**config.mk**
```make
export PLATFORM = sky130hd
export DESIGN_NAME = pvt_probe_scanner_flat
export DESIGN_NICKNAME = d
export VERILOG_FILES = /design/src/rtl/pvt_probe_scanner_if.sv /design/src/rtl/pvt_probe_scanner.sv /design/src/flat_wrapper.sv
export SDC_FILE = /design/constraint.sdc
export NUM_CORES = 1
export LEC_CHECK = 0
export CAP_MARGIN = 20
export CORE_ASPECT_RATIO = 0.6
export CORE_MARGIN = 5
export CORE_UTILIZATION = 50
export CTS_BUF_LIST = sky130_fd_sc_hd__clkbuf_16
export DETAILED_ROUTE_END_ITERATION = 10
export PLACE_DENSITY = 0.76
export SLEW_MARGIN = 5
export SYNTH_ARGS = -nofsm -noshare
export SYNTH_HDL_FRONTEND = slang
export SYNTH_SLANG_ARGS = --single-unit
export TNS_END_PERCENT = 10
```
**constraint.sdc**
```tcl
create_clock -name i_clk -period 4.6 [get_ports i_clk]
set_input_delay 0.92 -clock i_clk [delete_from_list [all_inputs] [get_ports i_clk]]
set_output_delay 0.92 -clock i_clk [all_outputs]
set_load 0.005 [all_outputs]
```
**src/rtl/pvt_probe_scanner_if.sv**
```systemverilog
// Probe-scanner signal bundle: CSR-side configuration/results plus the ADC and analog-mux front end.
// The master modport is the scanner's view; slave is the surrounding CSR block and front end.
interface pvt_probe_scanner_if #(
    parameter int unsigned NUM_PROBES = 8,
    parameter int unsigned DATA_W     = 12,
    parameter int unsigned SETTLE_W   = 10
);
    localparam int unsigned ID_W = $clog2(NUM_PROBES);

    logic                  i_enable;
    logic [NUM_PROBES-1:0] i_probe_mask;
    logic [SETTLE_W-1:0]   i_settle_cycles;
    logic [DATA_W-1:0]     i_thresh_hi;
    logic [NUM_PROBES-1:0] i_alarm_clr;
    logic                  i_adc_done;
    logic [DATA_W-1:0]     i_adc_data;
    logic [ID_W-1:0]       o_probe_sel;
    logic                  o_bias_en;
    logic                  o_adc_start;
    logic                  o_result_valid;
    logic [ID_W-1:0]       o_result_id;
    logic [DATA_W-1:0]     o_result_data;
    logic [NUM_PROBES-1:0] o_alarm;
    logic                  o_timeout_err;
    logic                  o_busy;

    modport master (
        input  i_enable, i_probe_mask, i_settle_cycles, i_thresh_hi, i_alarm_clr,
               i_adc_done, i_adc_data,
        output o_probe_sel, o_bias_en, o_adc_start, o_result_valid, o_result_id,
               o_result_data, o_alarm, o_timeout_err, o_busy
    );

    modport slave (
        output i_enable, i_probe_mask, i_settle_cycles, i_thresh_hi, i_alarm_clr,
               i_adc_done, i_adc_data,
        input  o_probe_sel, o_bias_en, o_adc_start, o_result_valid, o_result_id,
               o_result_data, o_alarm, o_timeout_err, o_busy
    );
endinterface

```
**src/rtl/pvt_probe_scanner.sv**
```systemverilog
// Round-robin remote thermal probe scanner: select, bias, settle, average AVG_SAMPLES ADC
// conversions per probe, report the mean and raise sticky over-threshold alarms.
module pvt_probe_scanner #(
    parameter int unsigned NUM_PROBES     = 8,
    parameter int unsigned DATA_W         = 12,
    parameter int unsigned AVG_SAMPLES    = 4,
    parameter int unsigned SETTLE_W       = 10,
    parameter int unsigned TIMEOUT_CYCLES = 1023
) (
    input logic                 i_clk,
    input logic                 i_rst_n,
    pvt_probe_scanner_if.master bus
);
    localparam int unsigned ID_W    = $clog2(NUM_PROBES);
    localparam int unsigned AVG_LOG = $clog2(AVG_SAMPLES);
    localparam int unsigned ACC_W   = DATA_W + AVG_LOG;
    localparam int unsigned SMP_W   = (AVG_LOG > 0) ? AVG_LOG : 1;
    localparam int unsigned TMO_W   = (TIMEOUT_CYCLES > 1) ? $clog2(TIMEOUT_CYCLES) : 1;

    typedef enum logic [2:0] {IDLE, SELECT, SETTLE, CONVERT, REPORT} state_t;

    state_t                state_q, state_d;
    logic [ID_W-1:0]       probe_sel_q, probe_sel_d;
    logic [ID_W-1:0]       last_q, last_d;
    logic [ID_W-1:0]       result_id_q, result_id_d;
    logic [DATA_W-1:0]     result_data_q, result_data_d;
    logic                  bias_en_q, bias_en_d;
    logic                  adc_start_q, adc_start_d;
    logic                  result_valid_q, result_valid_d;
    logic                  timeout_err_q, timeout_err_d;
    logic                  busy_q, busy_d;
    logic [NUM_PROBES-1:0] alarm_q, alarm_d;
    logic [SETTLE_W-1:0]   settle_cnt_q, settle_cnt_d;
    logic [TMO_W-1:0]      tmo_cnt_q, tmo_cnt_d;
    logic [SMP_W-1:0]      smp_cnt_q, smp_cnt_d;
    logic [ACC_W-1:0]      acc_q, acc_d;

    logic [ACC_W-1:0]      acc_sum;
    logic [ID_W-1:0]       next_idx;
    logic [ID_W:0]         cand;
    logic [NUM_PROBES-1:0] alarm_set;

    // Walk offsets from farthest to nearest so the nearest enabled probe after last_q wins.
    always_comb begin
        next_idx = last_q;
        cand     = '0;
        for (int unsigned k = NUM_PROBES; k >= 1; k--) begin
            cand = {1'b0, last_q} + (ID_W+1)'(k);
            if (cand >= (ID_W+1)'(NUM_PROBES)) begin
                cand = cand - (ID_W+1)'(NUM_PROBES);
            end
            if (bus.i_probe_mask[cand[ID_W-1:0]]) begin
                next_idx = cand[ID_W-1:0];
            end
        end
    end

    assign acc_sum = acc_q + ACC_W'(bus.i_adc_data);

    always_comb begin
        state_d        = state_q;
        probe_sel_d    = probe_sel_q;
        last_d         = last_q;
        result_id_d    = result_id_q;
        result_data_d  = result_data_q;
        adc_start_d    = 1'b0;
        result_valid_d = 1'b0;
        timeout_err_d  = 1'b0;
        settle_cnt_d   = settle_cnt_q;
        tmo_cnt_d      = tmo_cnt_q;
        smp_cnt_d      = smp_cnt_q;
        acc_d          = acc_q;
        alarm_set      = '0;

        case (state_q)
            IDLE: begin
                if (bus.i_enable && (|bus.i_probe_mask)) begin
                    state_d = SELECT;
                end
            end
            SELECT: begin
                if (bus.i_probe_mask == '0) begin
                    state_d = IDLE;
                end else begin
                    probe_sel_d  = next_idx;
                    last_d       = next_idx;
                    settle_cnt_d = (bus.i_settle_cycles == '0) ? SETTLE_W'(1) : bus.i_settle_cycles;
                    acc_d        = '0;
                    smp_cnt_d    = '0;
                    state_d      = SETTLE;
                end
            end
            SETTLE: begin
                if (settle_cnt_q <= SETTLE_W'(1)) begin
                    state_d     = CONVERT;
                    adc_start_d = 1'b1;
                    tmo_cnt_d   = '0;
                end else begin
                    settle_cnt_d = settle_cnt_q - 1'b1;
                end
            end
            CONVERT: begin
                // A done pulse in the expiry cycle still counts; the start cycle itself is blind.
                if (!adc_start_q && bus.i_adc_done) begin
                    acc_d     = acc_sum;
                    tmo_cnt_d = '0;
                    if (smp_cnt_q == SMP_W'(AVG_SAMPLES - 1)) begin
                        state_d        = REPORT;
                        result_valid_d = 1'b1;
                        result_id_d    = probe_sel_q;
                        result_data_d  = acc_sum[ACC_W-1:AVG_LOG];
                    end else begin
                        smp_cnt_d   = smp_cnt_q + 1'b1;
                        adc_start_d = 1'b1;
                    end
                end else if (tmo_cnt_q == TMO_W'(TIMEOUT_CYCLES - 1)) begin
                    timeout_err_d = 1'b1;
                    state_d       = bus.i_enable ? SELECT : IDLE;
                end else begin
                    tmo_cnt_d = tmo_cnt_q + 1'b1;
                end
            end
            REPORT: begin
                if (result_data_q >= bus.i_thresh_hi) begin
                    alarm_set[result_id_q] = 1'b1;
                end
                state_d = bus.i_enable ? SELECT : IDLE;
            end
            default: state_d = IDLE;
        endcase

        alarm_d   = (alarm_q & ~bus.i_alarm_clr) | alarm_set;
        bias_en_d = (state_d != IDLE);
        busy_d    = (state_d != IDLE);
    end

    always_ff @(posedge i_clk or negedge i_rst_n) begin
        if (!i_rst_n) begin
            state_q        <= IDLE;
            probe_sel_q    <= '0;
            last_q         <= ID_W'(NUM_PROBES - 1);
            result_id_q    <= '0;
            result_data_q  <= '0;
            bias_en_q      <= 1'b0;
            adc_start_q    <= 1'b0;
            result_valid_q <= 1'b0;
            timeout_err_q  <= 1'b0;
            busy_q         <= 1'b0;
            alarm_q        <= '0;
            settle_cnt_q   <= '0;
            tmo_cnt_q      <= '0;
            smp_cnt_q      <= '0;
            acc_q          <= '0;
        end else begin
            state_q        <= state_d;
            probe_sel_q    <= probe_sel_d;
            last_q         <= last_d;
            result_id_q    <= result_id_d;
            result_data_q  <= result_data_d;
            bias_en_q      <= bias_en_d;
            adc_start_q    <= adc_start_d;
            result_valid_q <= result_valid_d;
            timeout_err_q  <= timeout_err_d;
            busy_q         <= busy_d;
            alarm_q        <= alarm_d;
            settle_cnt_q   <= settle_cnt_d;
            tmo_cnt_q      <= tmo_cnt_d;
            smp_cnt_q      <= smp_cnt_d;
            acc_q          <= acc_d;
        end
    end

    assign bus.o_probe_sel    = probe_sel_q;
    assign bus.o_bias_en      = bias_en_q;
    assign bus.o_adc_start    = adc_start_q;
    assign bus.o_result_valid = result_valid_q;
    assign bus.o_result_id    = result_id_q;
    assign bus.o_result_data  = result_data_q;
    assign bus.o_alarm        = alarm_q;
    assign bus.o_timeout_err  = timeout_err_q;
    assign bus.o_busy         = busy_q;
endmodule

```
**src/flat_wrapper.sv**
```systemverilog
// flat-port wrapper written by rule: the top's interface ports become plain ports
module pvt_probe_scanner_flat 
#(
    parameter int unsigned NUM_PROBES     = 8,
    parameter int unsigned DATA_W         = 12,
    parameter int unsigned AVG_SAMPLES    = 4,
    parameter int unsigned SETTLE_W       = 10,
    parameter int unsigned TIMEOUT_CYCLES = 1023
)
  (i_clk, i_rst_n, bus_i_enable, bus_i_probe_mask, bus_i_settle_cycles, bus_i_thresh_hi, bus_i_alarm_clr, bus_i_adc_done, bus_i_adc_data, bus_o_probe_sel, bus_o_bias_en, bus_o_adc_start, bus_o_result_valid, bus_o_result_id, bus_o_result_data, bus_o_alarm, bus_o_timeout_err, bus_o_busy);
  pvt_probe_scanner_if #(.NUM_PROBES(NUM_PROBES), .DATA_W(DATA_W), .SETTLE_W(SETTLE_W)) bus_i ();
  input logic i_clk;
  input logic i_rst_n;
  input wire logic [$bits(bus_i.i_enable)-1:0] bus_i_enable;
  input wire logic [$bits(bus_i.i_probe_mask)-1:0] bus_i_probe_mask;
  input wire logic [$bits(bus_i.i_settle_cycles)-1:0] bus_i_settle_cycles;
  input wire logic [$bits(bus_i.i_thresh_hi)-1:0] bus_i_thresh_hi;
  input wire logic [$bits(bus_i.i_alarm_clr)-1:0] bus_i_alarm_clr;
  input wire logic [$bits(bus_i.i_adc_done)-1:0] bus_i_adc_done;
  input wire logic [$bits(bus_i.i_adc_data)-1:0] bus_i_adc_data;
  output wire logic [$bits(bus_i.o_probe_sel)-1:0] bus_o_probe_sel;
  output wire logic [$bits(bus_i.o_bias_en)-1:0] bus_o_bias_en;
  output wire logic [$bits(bus_i.o_adc_start)-1:0] bus_o_adc_start;
  output wire logic [$bits(bus_i.o_result_valid)-1:0] bus_o_result_valid;
  output wire logic [$bits(bus_i.o_result_id)-1:0] bus_o_result_id;
  output wire logic [$bits(bus_i.o_result_data)-1:0] bus_o_result_data;
  output wire logic [$bits(bus_i.o_alarm)-1:0] bus_o_alarm;
  output wire logic [$bits(bus_i.o_timeout_err)-1:0] bus_o_timeout_err;
  output wire logic [$bits(bus_i.o_busy)-1:0] bus_o_busy;
  assign bus_i.i_enable = bus_i_enable;
  assign bus_i.i_probe_mask = bus_i_probe_mask;
  assign bus_i.i_settle_cycles = bus_i_settle_cycles;
  assign bus_i.i_thresh_hi = bus_i_thresh_hi;
  assign bus_i.i_alarm_clr = bus_i_alarm_clr;
  assign bus_i.i_adc_done = bus_i_adc_done;
  assign bus_i.i_adc_data = bus_i_adc_data;
  assign bus_o_probe_sel = bus_i.o_probe_sel;
  assign bus_o_bias_en = bus_i.o_bias_en;
  assign bus_o_adc_start = bus_i.o_adc_start;
  assign bus_o_result_valid = bus_i.o_result_valid;
  assign bus_o_result_id = bus_i.o_result_id;
  assign bus_o_result_data = bus_i.o_result_data;
  assign bus_o_alarm = bus_i.o_alarm;
  assign bus_o_timeout_err = bus_i.o_timeout_err;
  assign bus_o_busy = bus_i.o_busy;
  pvt_probe_scanner #(.NUM_PROBES(NUM_PROBES), .DATA_W(DATA_W), .AVG_SAMPLES(AVG_SAMPLES), .SETTLE_W(SETTLE_W), .TIMEOUT_CYCLES(TIMEOUT_CYCLES)) u_core (.i_clk(i_clk), .i_rst_n(i_rst_n), .bus(bus_i));
endmodule
```
* Word-level counts from Yosys, hierarchy flattened
Cells that the tools add are included.
** Cells by class
- $add $sub $neg :: 20
- Magnitude comparators :: 20
- Equal/unequal tests :: 12
- Multiplexer cells :: 69
- Bitwise gates (word level) :: 4
- Reduce and logical (&&, ||, !) cells :: 18
** Operator list (count)
- 3-bit two-way mux :: 21
- 10-bit two-way mux :: 6
- 10-bit case mux with 2 select lines :: 2
- 3-bit by 4-bit less-than comparator with 1-bit output, second input constant :: 9
- 4-bit greater-or-equal comparator, second input constant :: 8
- 14-bit two-way mux :: 2
- 14-bit case mux with 2 select lines :: 1
- 1-bit binary-select mux with 3-bit select :: 8
- 3-bit by 1-bit subtractor with 3-bit output, second input constant :: 8
- 1-bit two-way mux :: 19
- 3-bit by 3-bit adder with 4-bit output, second input constant :: 4
- 8-bit two-way mux :: 2
- 3-bit case mux with 5 select lines :: 1
- 14-bit by 12-bit adder with 14-bit output :: 1
- 12-bit greater-or-equal comparator :: 1
- 3-bit AND reduction :: 4
- 10-bit by 1-bit adder with 10-bit output, second input constant :: 1
- 10-bit equality test, second input constant :: 1
- 10-bit by 1-bit <= comparator with 1-bit output, second input constant :: 1
- 10-bit logical NOT :: 1
- 10-bit by 1-bit subtractor with 10-bit output, second input constant :: 1
- 3-bit by 2-bit adder with 4-bit output, second input constant :: 2
- 8-bit bitwise AND :: 1
- 8-bit logical NOT :: 1
- 26 further kinds :: 37
** Word-level totals
- Flip-flop bits (word level) :: 72
- Input bits :: 54
- Output and inout bits :: 31
- Logic and storage cells :: 157

* Longest topological paths before layout
- Word-level depth :: 13
- Mapped depth :: 12
- Mapped depth without buffers :: 9

* Worst setup path before layout
Ideal clock, no wire load.
- Path kind :: reg2reg
- Start point :: register u_core.last_q[0]
- End point :: register u_core.probe_sel_q[1] (netlist: u_core.bus.o_probe_sel[1])
- Library setup time :: 0.126 ns
- Data arrival time :: 3.050 ns
- Required time :: 4.474 ns
- Setup slack :: 1.424 ns
- Cell stages (with the launch flop) :: 12
- Path buffers :: 3
- Period minus slack after synthesis :: 3.176 ns
- Cell sequence :: dfstp_2 > buf_2 > buf_2 > inv_1 > ha_1 > clkbuf_1 > mux4_2 > mux2i_1 > a21boi_0 > nand4b_1 > o21ai_0 > nor2_1
** Between the ends
- Word-level cells in the longest chain between the ends :: 13
- Elaborated cells on any way between the ends :: 56
- Those cells by class :: 16 x add/sub; 8 x order compare; 32 x mux
** RTL lines
- from (decl) :: RTL line pvt_probe_scanner.sv:24 : logic [ID_W-1:0] last_q, last_d;
- from (signal assigned) :: RTL line pvt_probe_scanner.sv:141 : last_q <= ID_W'(NUM_PROBES - 1);
- from (signal assigned) :: RTL line pvt_probe_scanner.sv:157 : last_q <= last_d;
- 3-bit by 4-bit adder with 4-bit output :: RTL line pvt_probe_scanner.sv:48 : cand = {1'b0, last_q} + (ID_W+1)'(k);
- 4-bit greater-or-equal comparator or 3-bit by 1-bit subtractor with 3-bit output (tied branches) :: RTL line pvt_probe_scanner.sv:49, pvt_probe_scanner.sv:50
- 3-bit two-way mux :: RTL line pvt_probe_scanner.sv:49 : if (cand >= (ID_W+1)'(NUM_PROBES)) begin
- 1-bit binary-select mux with 3-bit select :: RTL line pvt_probe_scanner.sv:52 : if (bus.i_probe_mask[cand[ID_W-1:0]]) begin
- 1-bit two-way mux (not written as such) :: RTL line pvt_probe_scanner.sv:52
- 3-bit two-way mux (7 in a row) :: RTL line pvt_probe_scanner.sv:52
- 3-bit two-way mux * :: RTL line pvt_probe_scanner.sv:52
- to (signal assigned) :: RTL line pvt_probe_scanner.sv:156 : probe_sel_q <= probe_sel_d;
- to (decl) :: RTL line pvt_probe_scanner.sv:23 : logic [ID_W-1:0] probe_sel_q, probe_sel_d;
Mark *: on every way between the ends. The rest lies on a longest branch, timed or not. The select of a mux whose other input is x is not followed.
A chain may end at the register's enable or synchronous reset.

* Final worst setup path
- Start point :: input bus_i_adc_data[1]
- End point :: register u_core.result_data_q[11] (netlist: u_core.bus.o_result_data[11])
** Between the ends
- Word-level cells in the longest chain between the ends :: 1
** RTL lines
- from (decl) :: RTL line flat_wrapper.sv:20 : input wire logic [$bits(bus_i.i_adc_data)-1:0] bus_i_adc_data;
- 14-bit by 12-bit adder with 14-bit output :: RTL line pvt_probe_scanner.sv:58 : assign acc_sum = acc_q + ACC_W'(bus.i_adc_data);
- to (signal assigned) :: RTL line pvt_probe_scanner.sv:159 : result_data_q <= result_data_d;
- to (decl) :: RTL line pvt_probe_scanner.sv:26 : logic [DATA_W-1:0] result_data_q, result_data_d;
No other way between the ends.

==> out/results.txt <==
Status - complete, no violations
Worst EP required - 4.79 ns
Max Fclk - 284.0 MHz
Setup ws final - 1.079 ns
Reg clk slew, reported paths - 0.06 ns
Met2 wire length - 5526 um
Setup WS pre-CTS - 0.8944 ns
Total grt overflow - 0
Hold Crit Class - register to register
WL/cell - 17.00 um
Register area - 1805 um^2
Crit path cell chain - clkdlybuf4s50_1, ha_1, a21o_1, a21o_1, a2111oi_0, o41ai_1, o221ai_1, xor2_1, o21ai_0
Slowest cell on the critical path - a2111oi_0
Vias in the first global route - 4134
Placed cell area - 5670 um^2
Resize count post-CTS - 0
Post-detail-place hpwl - 9332 um
Die area - 11630 um^2
Initial antenna violation count - 0
Via Count - 4251
Fin crit period - 3.521 ns
Most frequent cells in the layout - clkdlybuf4s50_1, dfrtp_1, nand2_1
Slowest stage delay, CP - 0.71 ns
Slew Limit Fails - 0
Peak supply drop - 0.4786 mV
EDFF count, synth - 0
Setup crit end kind - register
XOR/XNOR share of the synthesized area - 3.864%
TritonCTS clock tree - done
Post-synthesis sequential area ratio - 37.93%
Fin Setup TNS - 0 ns
CTS Buffer Depth - 2
Ys async rst share - 100.0%
Final Routed Wirelength - 12440 um
Mapped cell area - 4760 um^2
Total Power - 0.003641 W
DRC Markers - 0
Net count, final - 685
Worst endpoint data arrival time - 3.71 ns
# fillers - 739
Vias per inst - 5.807
Hold WS - 0.5084 ns
Post-synthesis register bit count - 72
DR top layer - met4
Area Growth Syn to Fin - 25.87%
Root buffer cell - clkbuf_16
Final period util - 76.55%
M1 WL - 5869 um
YS warnings - 0
Leak pwr - 2.660 nW
Hold_buf cts - 0
Largest family of logic cells by synthesized area - simple AND/OR/NAND/NOR gates
Worst slew pin tran - 0.9338 ns
Ranking of synthesized cells by area - dfrtp_1, ha_1, o21ai_0, nand2_1, mux4_2
Max_cap viols - 0
Avg Synthesized Cell Area - 9.153 um^2
Setup Skew - 0.006786 ns
Detail Route Antenna Nets - 0
Worst skew pair latency - 0.34 ns
Synthesized instance count - 520
RSZ-0062 raised after global routing - no
Crit path max fanout - 4
Synth Area in Adders - 8.570%
Cell mode on critical path - a21o_1
Layout cells sized above 1 - 8.638%
Share of the synthesized area in the top cell type - 36.28%
Ports - 85
Max-slew headroom - 37.61%
Die height - 85.58 um
Yosys cell types - 66
Post-Layout Inst Area - 5991 um^2
# diodes - 0
Count of final hold-check violations - 0
Ys flop type - dfrtp_1
Global-route usage over all layers - 21.96%
Post-synthesis simple-gate area fraction - 19.06%
First-pass GRT wire length - 20470 um
Mux share of post-synthesis cell area - 8.701%
Setup Buffers After CTS - 0
Largest net degree at the start of global routing - 46
Top cell type by total area after synthesis - dfrtp_1
Port Buffers - 84
Multi-input gate area - 2731 um^2
Setup violators final - 0
Row count - 27
Startpoint Class - primary input
H-tree depth - 3
Post-synthesis compound-gate area fraction - 17.19%
Initial DRC count - 390
CTS sink cnt - 72
CTS Buf Count - 9
Core area - 9223 um^2
Synthesized Nets - 606
Met3 WL - 854 um
Commonest non-fill, non-tap cell in the layout - clkdlybuf4s50_1
Crit Path Category - primary input to register
Placer congestion estimate - 0.9469
Drt pass-1 iters - 5
Initial Utilization - 51.61%
PD cells - 607.8 nW/um^2
Die Wd - 136.0 um
-- per-stage QoR --
stage          utilization (%)  cells
3_3_place_gp             61.48    717
6_report                 64.96    732
2_1_floorplan                -    520
5_1_grt                  64.96    732
3_5_place_dp             61.48    717
4_1_cts                  64.74    731
-- critical path: cells and delay by family --
family | cells | cell delay (ns)
AOI/OAI and AO/OA | 6 | 1.84
buffers and inverters | 1 | 0.45
adders and majority gates | 1 | 0.31
xor gates and xnor gates | 1 | 0.18
-- kinds of logic after synthesis --
family	after synthesis
AOI/OAI and AO/OA	131
xor gates and xnor gates	21
adders and majority gates	32
buffers and inverters	50
DFF	72
muxes	30
and+or+nand+nor	184
-- sequential cells by signal (all words and copies together), names as in the netlist --
name                       flops
u_core.bus.o_timeout_err       1
u_core.bus.o_result_id         3
u_core.last_q                  3
u_core.bus.o_result_valid      1
u_core.state_q                 3
u_core.smp_cnt_q               2
u_core.bus.o_adc_start         1
u_core.settle_cnt_q           10
u_core.bus.o_bias_en           1
u_core.tmo_cnt_q              10
u_core.bus.o_alarm             8
u_core.acc_q                  14
u_core.bus.o_result_data      12
u_core.bus.o_probe_sel         3
-- cell type report --
class,instances,share of cell area (%)
clock buffer,9,3.759
clock inverter,5,1.253
inverter,30,1.880
multi-input combinational,398,45.59
sequential,72,30.14
tap,130,2.715
timing repair buffer,88,14.66
-- synth_stat cells, types with 5 or more instances --
cell,count
o21a_1,5
clkbuf_1,11
xor2_1,9
nor3_1,10
nand2b_1,11
nand3_1,24
nor2_1,45
a21o_1,12
o22ai_1,6
xnor2_1,12
a21oi_1,27
mux2i_1,11
dfrtp_1,69
mux2_2,11
or3_1,5
o21ai_0,48
mux4_2,8
ha_1,31
inv_1,28
nand2_1,53
nand4_1,8
-- power by group --
part / internal, W / total (W) / switching [W]
sequential: 0.000834 / 0.00107 / 0.000236
clock: 0.000464 / 0.000724 / 0.000260
combinational: 0.000848 / 0.00185 / 0.00100
total: 0.00215 / 0.00364 / 0.00150
-- path summary, 6_finish.rpt --
path	startpoint	endpoint	slack, ns	cells past startpoint
hold / removal	u_core.acc_q[5]$_DFFE_PN0P_	u_core.acc_q[5]$_DFFE_PN0P_	0.51	2
hold reg to reg	u_core.acc_q[5]$_DFFE_PN0P_	u_core.acc_q[5]$_DFFE_PN0P_	0.51	2
setup reg to reg	u_core.last_q[1]$_DFFE_PN1P_	u_core.bus.o_probe_sel[0]$_DFFE_PN0P_	1.21	9
setup / recovery	bus_i_adc_data[1]	u_core.bus.o_result_data[11]$_DFFE_PN0P_	1.08	9
min in group asynchronous	i_rst_n	u_core.acc_q[11]$_DFFE_PN0P_	0.54	1
max in group asynchronous	i_rst_n	u_core.last_q[2]$_DFFE_PN1P_	3.09	3
-- per-layer routing --
metal / global-route usage [%] / vias to the layer above
met5: 0 / -
met4: 7.136 / 0
met3: 5.158 / 28
met2: 33.66 / 169
met1: 30.91 / 2030
li1: - / 2024
Power figures use the tool's default switching activity.
